**config.mk**
```make
export PLATFORM = sky130hd
export DESIGN_NAME = enc_8b10b_tx
export DESIGN_NICKNAME = d
export VERILOG_FILES = /design/src/rtl/enc_8b10b_tx.sv
export SDC_FILE = /design/constraint.sdc
export NUM_CORES = 1
export LEC_CHECK = 0
export CAP_MARGIN = 20
export CORE_MARGIN = 1
export CORE_UTILIZATION = 43
export CTS_BUF_LIST = sky130_fd_sc_hd__clkbuf_4 sky130_fd_sc_hd__clkbuf_8
export DETAILED_ROUTE_END_ITERATION = 8
export HOLD_SLACK_MARGIN = 0.06
export PLACE_DENSITY = 0.71
export SYNTH_ARGS = -nofsm -noshare
export SYNTH_HDL_FRONTEND = slang
export SYNTH_SLANG_ARGS = --single-unit
```
**constraint.sdc**
```tcl
create_clock -name clk -period 6.79 [get_ports clk]
set_input_delay 1.358 -clock clk [delete_from_list [all_inputs] [get_ports clk]]
set_output_delay 1.358 -clock clk [all_outputs]
set_load 0.005 [all_outputs]
```
**src/rtl/enc_8b10b_tx.sv**
```systemverilog
// enc_8b10b_tx: registered 8b/10b encoder with running disparity; optional RD force via ENC8B10B_RD_FORCE_EN
module enc_8b10b_tx #(
    parameter logic INIT_RD = 1'b0
) (
    input  logic       clk,
    input  logic       rst_n,
    input  logic       valid_in,
    input  logic [7:0] data_in,
    input  logic       k_in,
`ifdef ENC8B10B_RD_FORCE_EN
    input  logic       force_rd_valid,
    input  logic       force_rd,
`endif
    output logic       valid_out,
    output logic [9:0] data_out,
    output logic       rd_out,
    output logic       k_err
);
    logic [4:0] x;
    logic [2:0] y;
    logic       rd_q, rd_cur, rd6, rd_nxt, k28, k_ok, unbal6, a7, flip4;
    logic [5:0] c6, six;
    logic [3:0] c4, four;
    logic [9:0] sym;
    assign x = data_in[4:0];
    assign y = data_in[7:5];
    assign rd_out = rd_q;
    // RD- variant of the 5b/6b table; RD+ variants are the complement where they differ
    always_comb begin
        c6 = 6'b000000;
        case (x)
            5'd0:  c6 = 6'b100111;
            5'd1:  c6 = 6'b011101;
            5'd2:  c6 = 6'b101101;
            5'd3:  c6 = 6'b110001;
            5'd4:  c6 = 6'b110101;
            5'd5:  c6 = 6'b101001;
            5'd6:  c6 = 6'b011001;
            5'd7:  c6 = 6'b111000;
            5'd8:  c6 = 6'b111001;
            5'd9:  c6 = 6'b100101;
            5'd10: c6 = 6'b010101;
            5'd11: c6 = 6'b110100;
            5'd12: c6 = 6'b001101;
            5'd13: c6 = 6'b101100;
            5'd14: c6 = 6'b011100;
            5'd15: c6 = 6'b010111;
            5'd16: c6 = 6'b011011;
            5'd17: c6 = 6'b100011;
            5'd18: c6 = 6'b010011;
            5'd19: c6 = 6'b110010;
            5'd20: c6 = 6'b001011;
            5'd21: c6 = 6'b101010;
            5'd22: c6 = 6'b011010;
            5'd23: c6 = 6'b111010;
            5'd24: c6 = 6'b110011;
            5'd25: c6 = 6'b100110;
            5'd26: c6 = 6'b010110;
            5'd27: c6 = 6'b110110;
            5'd28: c6 = k28 ? 6'b001111 : 6'b001110;
            5'd29: c6 = 6'b101110;
            5'd30: c6 = 6'b011110;
            5'd31: c6 = 6'b101011;
            default: c6 = 6'b000000;
        endcase
    end
    // Sub-block selection, K handling and disparity of the assembled symbol
    always_comb begin
        rd_cur = rd_q;
`ifdef ENC8B10B_RD_FORCE_EN
        rd_cur = force_rd_valid ? force_rd : rd_q;
`endif
        k28 = k_in && x == 5'd28;
        k_ok = k28 || (k_in && y == 3'd7 && (x == 5'd23 || x == 5'd27 || x == 5'd29 || x == 5'd30));
        unbal6 = $countones(c6) != 3;
        six = (rd_cur && (unbal6 || x == 5'd7)) ? ~c6 : c6;
        rd6 = rd_cur ^ unbal6;
        a7 = y == 3'd7 && (k_ok || (!rd6 && (x == 5'd17 || x == 5'd18 || x == 5'd20))
                               || (rd6 && (x == 5'd11 || x == 5'd13 || x == 5'd14)));
        c4 = y == 3'd0 ? 4'b1011 : y == 3'd1 ? 4'b1001 : y == 3'd2 ? 4'b0101 :
             y == 3'd3 ? 4'b1100 : y == 3'd4 ? 4'b1101 : y == 3'd5 ? 4'b1010 :
             y == 3'd6 ? 4'b0110 : a7 ? 4'b0111 : 4'b1110;
        // K.28 neutral 4b codes invert on the entry RD so the comma survives
        flip4 = (k28 && (y == 3'd1 || y == 3'd2 || y == 3'd5 || y == 3'd6)) ? rd_cur :
                rd6 && (y == 3'd0 || y == 3'd3 || y == 3'd4 || y == 3'd7);
        four = flip4 ? ~c4 : c4;
        sym = {six, four};
        rd_nxt = $countones(sym) == 5 ? rd_cur : $countones(sym) > 5;
    end
    // Output register and running disparity
    always_ff @(posedge clk or negedge rst_n) begin
        if (!rst_n) begin
            valid_out <= 1'b0;
            data_out  <= 10'b0;
            k_err     <= 1'b0;
            rd_q      <= INIT_RD;
        end else begin
            valid_out <= valid_in;
            k_err     <= valid_in && k_in && !k_ok;
            if (valid_in) data_out <= sym;
            rd_q      <= valid_in ? rd_nxt : rd_cur;
        end
    end
endmodule

```
==> flow_metrics.tcl <==
set metrics [dict create \
    crit_fanout 4 \
    leakagePower_nw 1.190 \
    path_cells "buf_4 > or2_4 > a222oi_1 > buf_4 > fa_1 > fa_1 > ha_2 > inv_2 > fa_1 > and3b_2 > buf_6 > mux2_4 > o21a_1 > o41ai_4 > xnor2_2 > fa_1 > fa_1 > inv_1 > fa_1 > ha_2 > fa_2 > xor2_1 > a22o_1 > a22o_1" \
    synth_ff_type "dfrtp_1" \
    timing.max_cap.violations 0 \
    grt_max_degree 25 \
    synth_top_area_share_pct 18.84 \
    drv_slew 0 \
    die_h_um 65.37 \
    place_area_um2 2335 \
    mostFrequentLayoutCell "buf_4" \
    worstHoldPathType "register to register" \
    synth_top_area_cell "dfrtp_1" \
    top_usage_layer "met2" \
    peakVddDrop_uv 541.8 \
    syn_to_final_growth_pct 46.96 \
    relSlewSlack_pct 45.67 \
    drtIter0Drc 132 \
    cp-start-kind "input port" \
    fillerInstances 309 \
    antenna_cells 0 \
    grt_use_met2_pct 38.27 \
    wirelength_um 4521 \
    min-delay-start "data_out[8]" \
    clk_latency_ps 240 \
    fin_util_pct 67.78 \
    antenna_found_initial 0 \
    worstReg2RegEnd "rd_out" \
    cts_tree "done" \
    timing.final.crit_share_pct 113.6 \
    worstSetupPathType "input port to register" \
    yosys_warnings 0 \
    clockBufferDepth 2 \
    cp.arrival_ps 7850 \
    synth_edf_count 0 \
    met1_usage_pct 29.28 \
    timing.critical_path.mode_cell "fa_1" \
    ioPinCount 25 \
    core_area_um2 3744 \
    avgSynthCellArea_um2 8.855 \
    skew_ps 3.918 \
    ant_nets 0 \
    netlist_area_um2 1727 \
    fmax_mhz 129.6 \
    startpoint "data_in[4]" \
    numCtsBuffers 3 \
    synth_area_leaders "dfrtp_1 (19%), fa_1 (9.3%), ha_1 (7.2%)" \
    slowest_stage "fa_1" \
    gp_congestion 0.8142 \
    finalNetCount 302 \
    seq_area_frac_synth_pct 18.84 \
    synth_nets 225 \
    vias 1722 \
    synthesis.instances 195 \
    track_usage_pct 22.25 \
    ys_seq_elements 13 \
    final_area_um2 2537 \
    grt_pass1_vias 1653 \
    initial_core_util_pct 46.12 \
    path_clk_slew_ps 60 \
    ff2ff_setup_slack_ps 2310 \
    cts-root-buf "clkbuf_8" \
    cts_sinks 13 \
    grt.met3_usage_pct 3.472 \
    cpPeakStageDelay_ps 520 \
    crit_end "rd_out" \
    via_per_inst 5.398 \
    reg2reg_from "rd_out" \
    synth_fa_ha_area_share_pct 16.52 \
    synth_compound_area_share_pct 18.99 \
    yosys.cell_types.count 57 \
    numPortBuffers 24 \
    synth_top_family_by_area "simple AND/OR/NAND/NOR gates" \
    cpLargestDelayFamily "adder cells" \
    finalHoldViolations 0 \
    cts-htree-levels 1 \
    drc_errors 0 \
    synthArstFlopShare_pct 100.0 \
    violations "setup timing" \
    place_ws_ps -1532 \
    die_area_um2 4273 \
    hold_buffers 0 \
    drive_gt1_share_pct 36.90 \
    chipWidth_um 65.37 \
    drt_first_pass_iters 4 \
    period_needed_ps 7716 \
    finalWorstSetupSlack_ps -925.6 \
    reg2reg_depth 14 \
    final_cell_mix "buf_4 (62), clkdlybuf4s50_1 (18), nor2_1 (14)" \
    dpl.hpwl_um 3228 \
    p_per_area_nw_per_um2 417.3 \
    setup_viol 1 \
    synth_xor_area_share_pct 6.594 \
    worstMarginPinSlew_ps 812.4 \
    grt_first_pass_wirelength_um 7410 \
    critPathRequiredTime_ps 6920 \
    synthSimpleGateAreaFrac_pct 21.16 \
    timing.setup.tns_ps -925.6 \
    grt_overflow 0 \
    end_kind "register" \
    wl_per_cell_um 14.17 \
    worstPathBufferInverterCount 5 \
    num_rows 22 \
    status "complete, but fails checks" \
    power_mw 1.059 \
    synth_mux_area_share_pct 9.203 \
    min_path_cells 1 \
    crit_cells 24 \
    grt_setup_unrepaired "yes" \
]
[timing repair]
item / 4_1_cts / 5_1_grt
pin swaps: 16 / 12
buffers inserted: 10 / 3
endpoints found under the hold margin: 0 / 0
endpoints found under the setup margin: 1 / 1
resized for setup: 40 / 2
[kinds of logic (layout without fill, tap and decap cells)]
logic type,count (synthesis),count (layout)
multiplexers,15,15
adder cells (fa/ha/maj),18,18
XOR/XNOR,13,13
buffers and inverters,30,106
AND/OR/NAND/NOR,65,65
flip-flops,13,13
AO/OA/AOI/OAI,41,41
[cell type report]
type                    instances  area, µm²  share of cell area [%]
flip-flops and latches         13      325.3                   12.82
well taps                      48      60.06                   2.367
inverters                      15      56.30                   2.219
repair buffers                 87      719.4                   28.35
multi-input cells             152       1330                   52.42
clock inverters                 1      5.005                  0.1972
clock buffers                   3      41.29                   1.627
[synthesized netlist by cell type, types with 3 or more instances]
cell      instances
nor2_1           14
nand2b_1          4
nand2_1          11
nand3_1           5
xnor2_1           8
buf_2             6
mux2i_1           8
buf_6             4
ha_1             10
o21ai_0           3
nor3_1            9
inv_1            14
mux2_2            7
xor2_1            5
dfrtp_1          13
a21oi_1          10
fa_1              8
and3_1            3
clkbuf_1          4
[routing by layer]
layer	part of all wire, %	wire, µm
met5	0	0
met4	1.3	57
met3	3.4	155
met2	49	2214
met1	46	2094
[sequential cells by signal, indices dropped and copies added, names as in the netlist]
| signal | count |
|---|---|
| data_out | 10 |
| k_err | 1 |
| rd_out | 1 |
| valid_out | 1 |
[per-stage QoR]
stage	hold WS, ps	std cells
2_1_floorplan	505.5	195
3_3_place_gp	491.4	302
3_5_place_dp	500.2	302
4_1_cts	513.8	316
6_report	512.7	319
5_1_grt	530.0	319
[how the worst min path moves through the flow]
stage / to / slack [ps]
floorplan: data_out[6] / 510
global placement: data_out[8] / 490
detailed placement: data_out[8] / 500
CTS: data_out[8] / 510
global route: data_out[8] / 530
finish: data_out[8] / 510
[report_power, final]
| part | switching (mW) | total, mW | internal, mW |
|---|---|---|---|
| Clock | 0.0300 | 0.0706 | 0.0406 |
| Sequential | 0.0297 | 0.143 | 0.113 |
| Combinational | 0.373 | 0.846 | 0.473 |
| Total | 0.432 | 1.06 | 0.626 |
No activity file was read; power rests on OpenSTA's default activity.
==> edit 1 (same settings) <==
Change the parameter `INIT_RD` from 1'b0 to 1'b1.
--- a/src/rtl/enc_8b10b_tx.sv
+++ b/src/rtl/enc_8b10b_tx.sv
@@ -1,6 +1,6 @@
 // enc_8b10b_tx: registered 8b/10b encoder with running disparity; optional RD force via ENC8B10B_RD_FORCE_EN
 module enc_8b10b_tx #(
-    parameter logic INIT_RD = 1'b0
+    parameter logic INIT_RD = 1'b1
 ) (
     input  logic       clk,
     input  logic       rst_n,
Check against the original RTL: not equivalent (Yosys sat finds a counterexample within 4 cycles, from zero or initial values and one cycle with rst_n low).
==> edit 1 against the unedited design <==
The run still ends with negative setup slack left; die area barely moved; synthesized area hardly changed; worst setup slack better by 0.14 ns; utilization fell by 0.067 points; combinational power grew 0.6%; cell count decreased by 0.63%; largest power group unchanged; sequential cell count unchanged; cell area about the same; wire length decreased by 2.9%; worst hold slack worse by 0.0049 ns; count of clock-buffer cells in the layout did not move; power up 0.50%.
==> edit 1: results (changes against the unedited design) <==
Detailed Route WL=4388 um (-2.9%); worst skew pair latency=0.24 ns (about the same); post-synthesis compound-gate area fraction=0.1897 (about the same); DRT iter0 DRCs=147 (+11%); vias in the first global route=1,634 (-1.1%); CP arrival=7.74 ns (-0.11 ns); clk buf depth=2 (unchanged); static leakage=0.001182 uW (-0.73%); Post-synth top cells=inv_1, nor2_1, dfrtp_1; Post-Synth XOR/XNOR Area=0.06589 (about the same); final core utilization=0.6771 (about the same); max FFs per register=10 (unchanged); CP Max Fanout=4 (unchanged); Met1 Wirelength=2037 um (-2.7%); Slew @ Worst Pin=0.8166 ns (+0.004153 ns); DR top layer=met4; Max VDD drop=0.5202 mV (-4.0%); DPL Wire Length=3268 um (+1.2%); violated checks=negative setup slack; filler cell count in the final layout=315 (+1.9%); first-pass GRT wire length=7224 um (-2.5%); Worst Skew=0.004700 ns (+0.0007818 ns); Global Route Usage Sum=0.2142 (-0.008343); RD Place Congestion=0.8363 (+2.7%); DR WL met2=2154 um (-2.7%); post-synth cell types=58 (+1.8%); Via-to-Cell Ratio=5.401 (about the same); Synth Warn #=0 (unchanged); clock-pin slew on the worst setup and hold paths=0.06 ns (about the same); layout cells sized above 1=0.3680 (-0.0009740); register area share after synthesis=0.1890 (+0.0005877); highest-delay cell along the critical path=fa_1; met3 wire len=168 um (+8.4%); Final WS setup=-0.7838 ns (+0.1419 ns); Post-synth ARST share=1.000 (unchanged); first-pass iteration count of the detailed router=4 (unchanged); nets@finish=300 (-0.66%); CP max stage delay=0.51 ns; synth top area cells=dfrtp_1, fa_1, ha_1, mux2i_1, mux2_2; Adder-Cell Fraction of Synth Area=0.1651 (about the same); status=complete, but fails checks; prevailing post-synth register cell=dfrtp_1; mux contribution to synthesized area=0.09196 (about the same); Setup violations, final=1 (unchanged); Placed Area=2344 um2 (+0.38%); PortBufs=24 (unchanged)
## edit 1: cell types whose count changed in the layout (fill, tap and decap cells not counted), moves of 2 or more
cell,delta
buf_4,-6
buf_6,+5
nand2_1,+2
nand2_2,-2
## edit 1: layout make-up
type | count | share of cell area
clock buffers | 3 | 0.01629
inverters | 15 | 0.02221
repair buffers | 85 | 0.2863
clock inverters | 1 | 0.001974
well taps | 48 | 0.02369
flip-flops and latches | 13 | 0.1288
multi-input cells | 152 | 0.5207
## edit 1: kinds of logic after synthesis
family / after synthesis
buffers and inverters: 30
adder cells (fa/ha/maj): 18
multiplexers: 15
flip-flops: 13
AND/OR/NAND/NOR: 65
XOR/XNOR: 13
AO/OA/AOI/OAI: 41
## edit 1: worst paths after layout
| path | cells after the start | from | endpoint | slack, ns |
|---|---|---|---|---|
| hold reg to reg | 1 | data_out[5] | data_out[5] | 0.51 |
| setup / recovery | 23 | data_in[4] | rd_out | -0.78 |
| setup reg to reg | 13 | rd_out | rd_out | 2.35 |
| max in group asynchronous | 1 | rst_n | rd_out | 4.93 |
| min in group asynchronous | 1 | rst_n | data_out[1] | 1.48 |
| hold / removal | 1 | data_out[5] | data_out[5] | 0.51 |
## edit 1: per-layer routing
| layer | track usage | vias up |
|---|---|---|
| met1 | 0.2865 | 817 |
| met4 | 0.008152 | 0 |
| met5 | 0 | - |
| met3 | 0.03472 | 4 |
| li1 | - | 851 |
| met2 | 0.3789 | 40 |
## edit 1: where the power goes
part	internal, uW	switching (uW)	total, uW
Clock	40.5	29.0	69.5
Sequential	117	27.3	144
Combinational	475	376	851
## edit 1: metrics by stage
step                      hold slack (ns)  setup TNS (ns)  power (uW)  cells  worst slack (ns)
after global routing               0.5295         -0.9212        1166    317           -0.9212
after detailed placement           0.5022          -1.500       937.1    303            -1.500
after global placement             0.4963          -1.356       910.8    303            -1.356
after CTS                          0.5153         -0.8291        1059    314           -0.8291
final                              0.5078         -0.7838        1064    317           -0.7838
after floorplan                    0.5055          -1.060       682.1    195            -1.060
## edit 1: repair_timing
action	4_1_cts	5_1_grt
resized for setup	44	2
cloned	0	0
setup buffers	7	3
setup endpoints to repair	1	1
pin swaps	18	13
==> edit 2 (same settings) <==
Made on the original files. Make the reset (`rst_n`) synchronous in one clocked block.
--- a/src/rtl/enc_8b10b_tx.sv
+++ b/src/rtl/enc_8b10b_tx.sv
@@ -88,7 +88,7 @@
         rd_nxt = $countones(sym) == 5 ? rd_cur : $countones(sym) > 5;
     end
     // Output register and running disparity
-    always_ff @(posedge clk or negedge rst_n) begin
+    always_ff @(posedge clk) begin
         if (!rst_n) begin
             valid_out <= 1'b0;
             data_out  <= 10'b0;
Formal check against the unedited RTL: differs if rst_n is asserted again (counterexample within 4 cycles, from zero or initial values and one cycle with rst_n low); with rst_n held inactive, the same outputs for 10 cycles.
==> edit 2 against the unedited design <==
The run still ends with negative setup slack left; combinational power is 30% lower; cell area is 4.3% lower; sequential cell count stayed put; wire length is 25% higher; count of clock-buffer cells in the layout is 1 higher; worst setup slack better by 0.029 ns; die area is 14% lower; critical endpoint is now rd_out; synthesized area is 15% lower; fmax is 0.37% higher; largest cell class unchanged; largest power group unchanged; power is 29% lower.
==> edit 2: results (changes against the unedited design) <==
status=complete, but fails checks; violated checks=negative setup slack; Syn Inst Count=177 (-9.2%); Adder-Cell Fraction of Synth Area=0.1939 (+0.02866); worst-case reg-to-reg path depth=16 (+2); DRT iter0 DRCs=158 (+20%); Setup violations, final=2 (+1); CP max stage delay=0.54 ns (+0.02 ns); first-pass GRT wire length=8618 um (+16%); FF-to-FF setup slack=2.37 ns (+0.06 ns); CTS root buffer=clkbuf_4; worst hold endpoint=data_out[9]; met1 usage=0.3698 (+0.07695); GR Layer Usage met2=0.5777 (+0.1950); register area share after synthesis=0.1769 (-0.01154); layout cells sized above 1=0.4129 (+0.04388); Post-synth top cells=nor2_1, inv_1, dfxtp_1; CP arrival=7.87 ns (+0.02 ns); Critical path destination=rd_out; total number of vias=1,748 (+1.5%); mux contribution to synthesized area=0.02721 (-0.06482); reg2reg start=rd_out; largest net degree at the start of global routing=16 (-36%); RD Place Congestion=0.8525 (+4.7%); Crit. Startpoint=data_in[1]; Seq. pwr=97.8 uW (-32%); Worst Skew=0.005716 ns (+0.001798 ns); Comb pwr share=0.797 (-0.002); hold_sp=data_out[9]; Placed Cells=273 (-9.6%); Post-Synth XOR/XNOR Area=0.07143 (+0.005487); Placed Area=2031 um2 (-13%); Post-synth ARST share=0 (-1.000); combinational power=596 uW (-30%); Max VDD drop=0.4515 mV (-17%); met3 wire len=358 um (+130%); Global Route Usage Sum=0.3308 (+0.1083); Final WS setup=-0.8968 ns (+0.02886 ns); Hold WS=0.4927 ns (-0.01994 ns); Detailed Route WL=5641 um (+25%); worst slack at placement=-1.427 ns (+0.1049 ns); worst skew pair latency=0.30 ns (+0.06 ns); post-synthesis compound-gate area fraction=0.2611 (+0.07120); DPL Wire Length=3033 um (-6.0%); post-synth cell types=52 (-8.8%); syn_nets=207 (-8.0%)
-- edit 2: cell types whose count changed after synthesis, sizes merged, moves of 4 or more --
cell / change
mux2: -7
dfrtp: -13
mux2i: -4
buf: -4
o21ai: +4
dfxtp: +13
-- edit 2: area by class of cell --
| cell class | count | area [um2] |
|---|---|---|
| fillers | 193 | 724.4 |
| clock buffers | 4 | 30.03 |
| inverters | 15 | 56.30 |
| well taps | 44 | 55.05 |
| flip-flops and latches | 13 | 260.3 |
| repair buffers | 96 | 834.6 |
| multi-input cells | 136 | 1192 |
-- edit 2: worst register-to-register path: cells and delay by family (launching register included) --
family	cells	cell delay, ns
buffers and inverters	1	0.05
flip-flops	1	0.62
AND/OR/NAND/NOR	2	0.11
adder cells (fa/ha/maj)	5	2.00
XOR/XNOR	3	0.54
multiplexers	1	0.33
AO/OA/AOI/OAI	4	0.68
-- edit 2: repair_timing --
item	CTS	global route
setup endpoints to repair	1	2
endpoints found under the hold margin	0	0
pin swaps	23	21
resized for setup	33	19
setup buffers	31	3
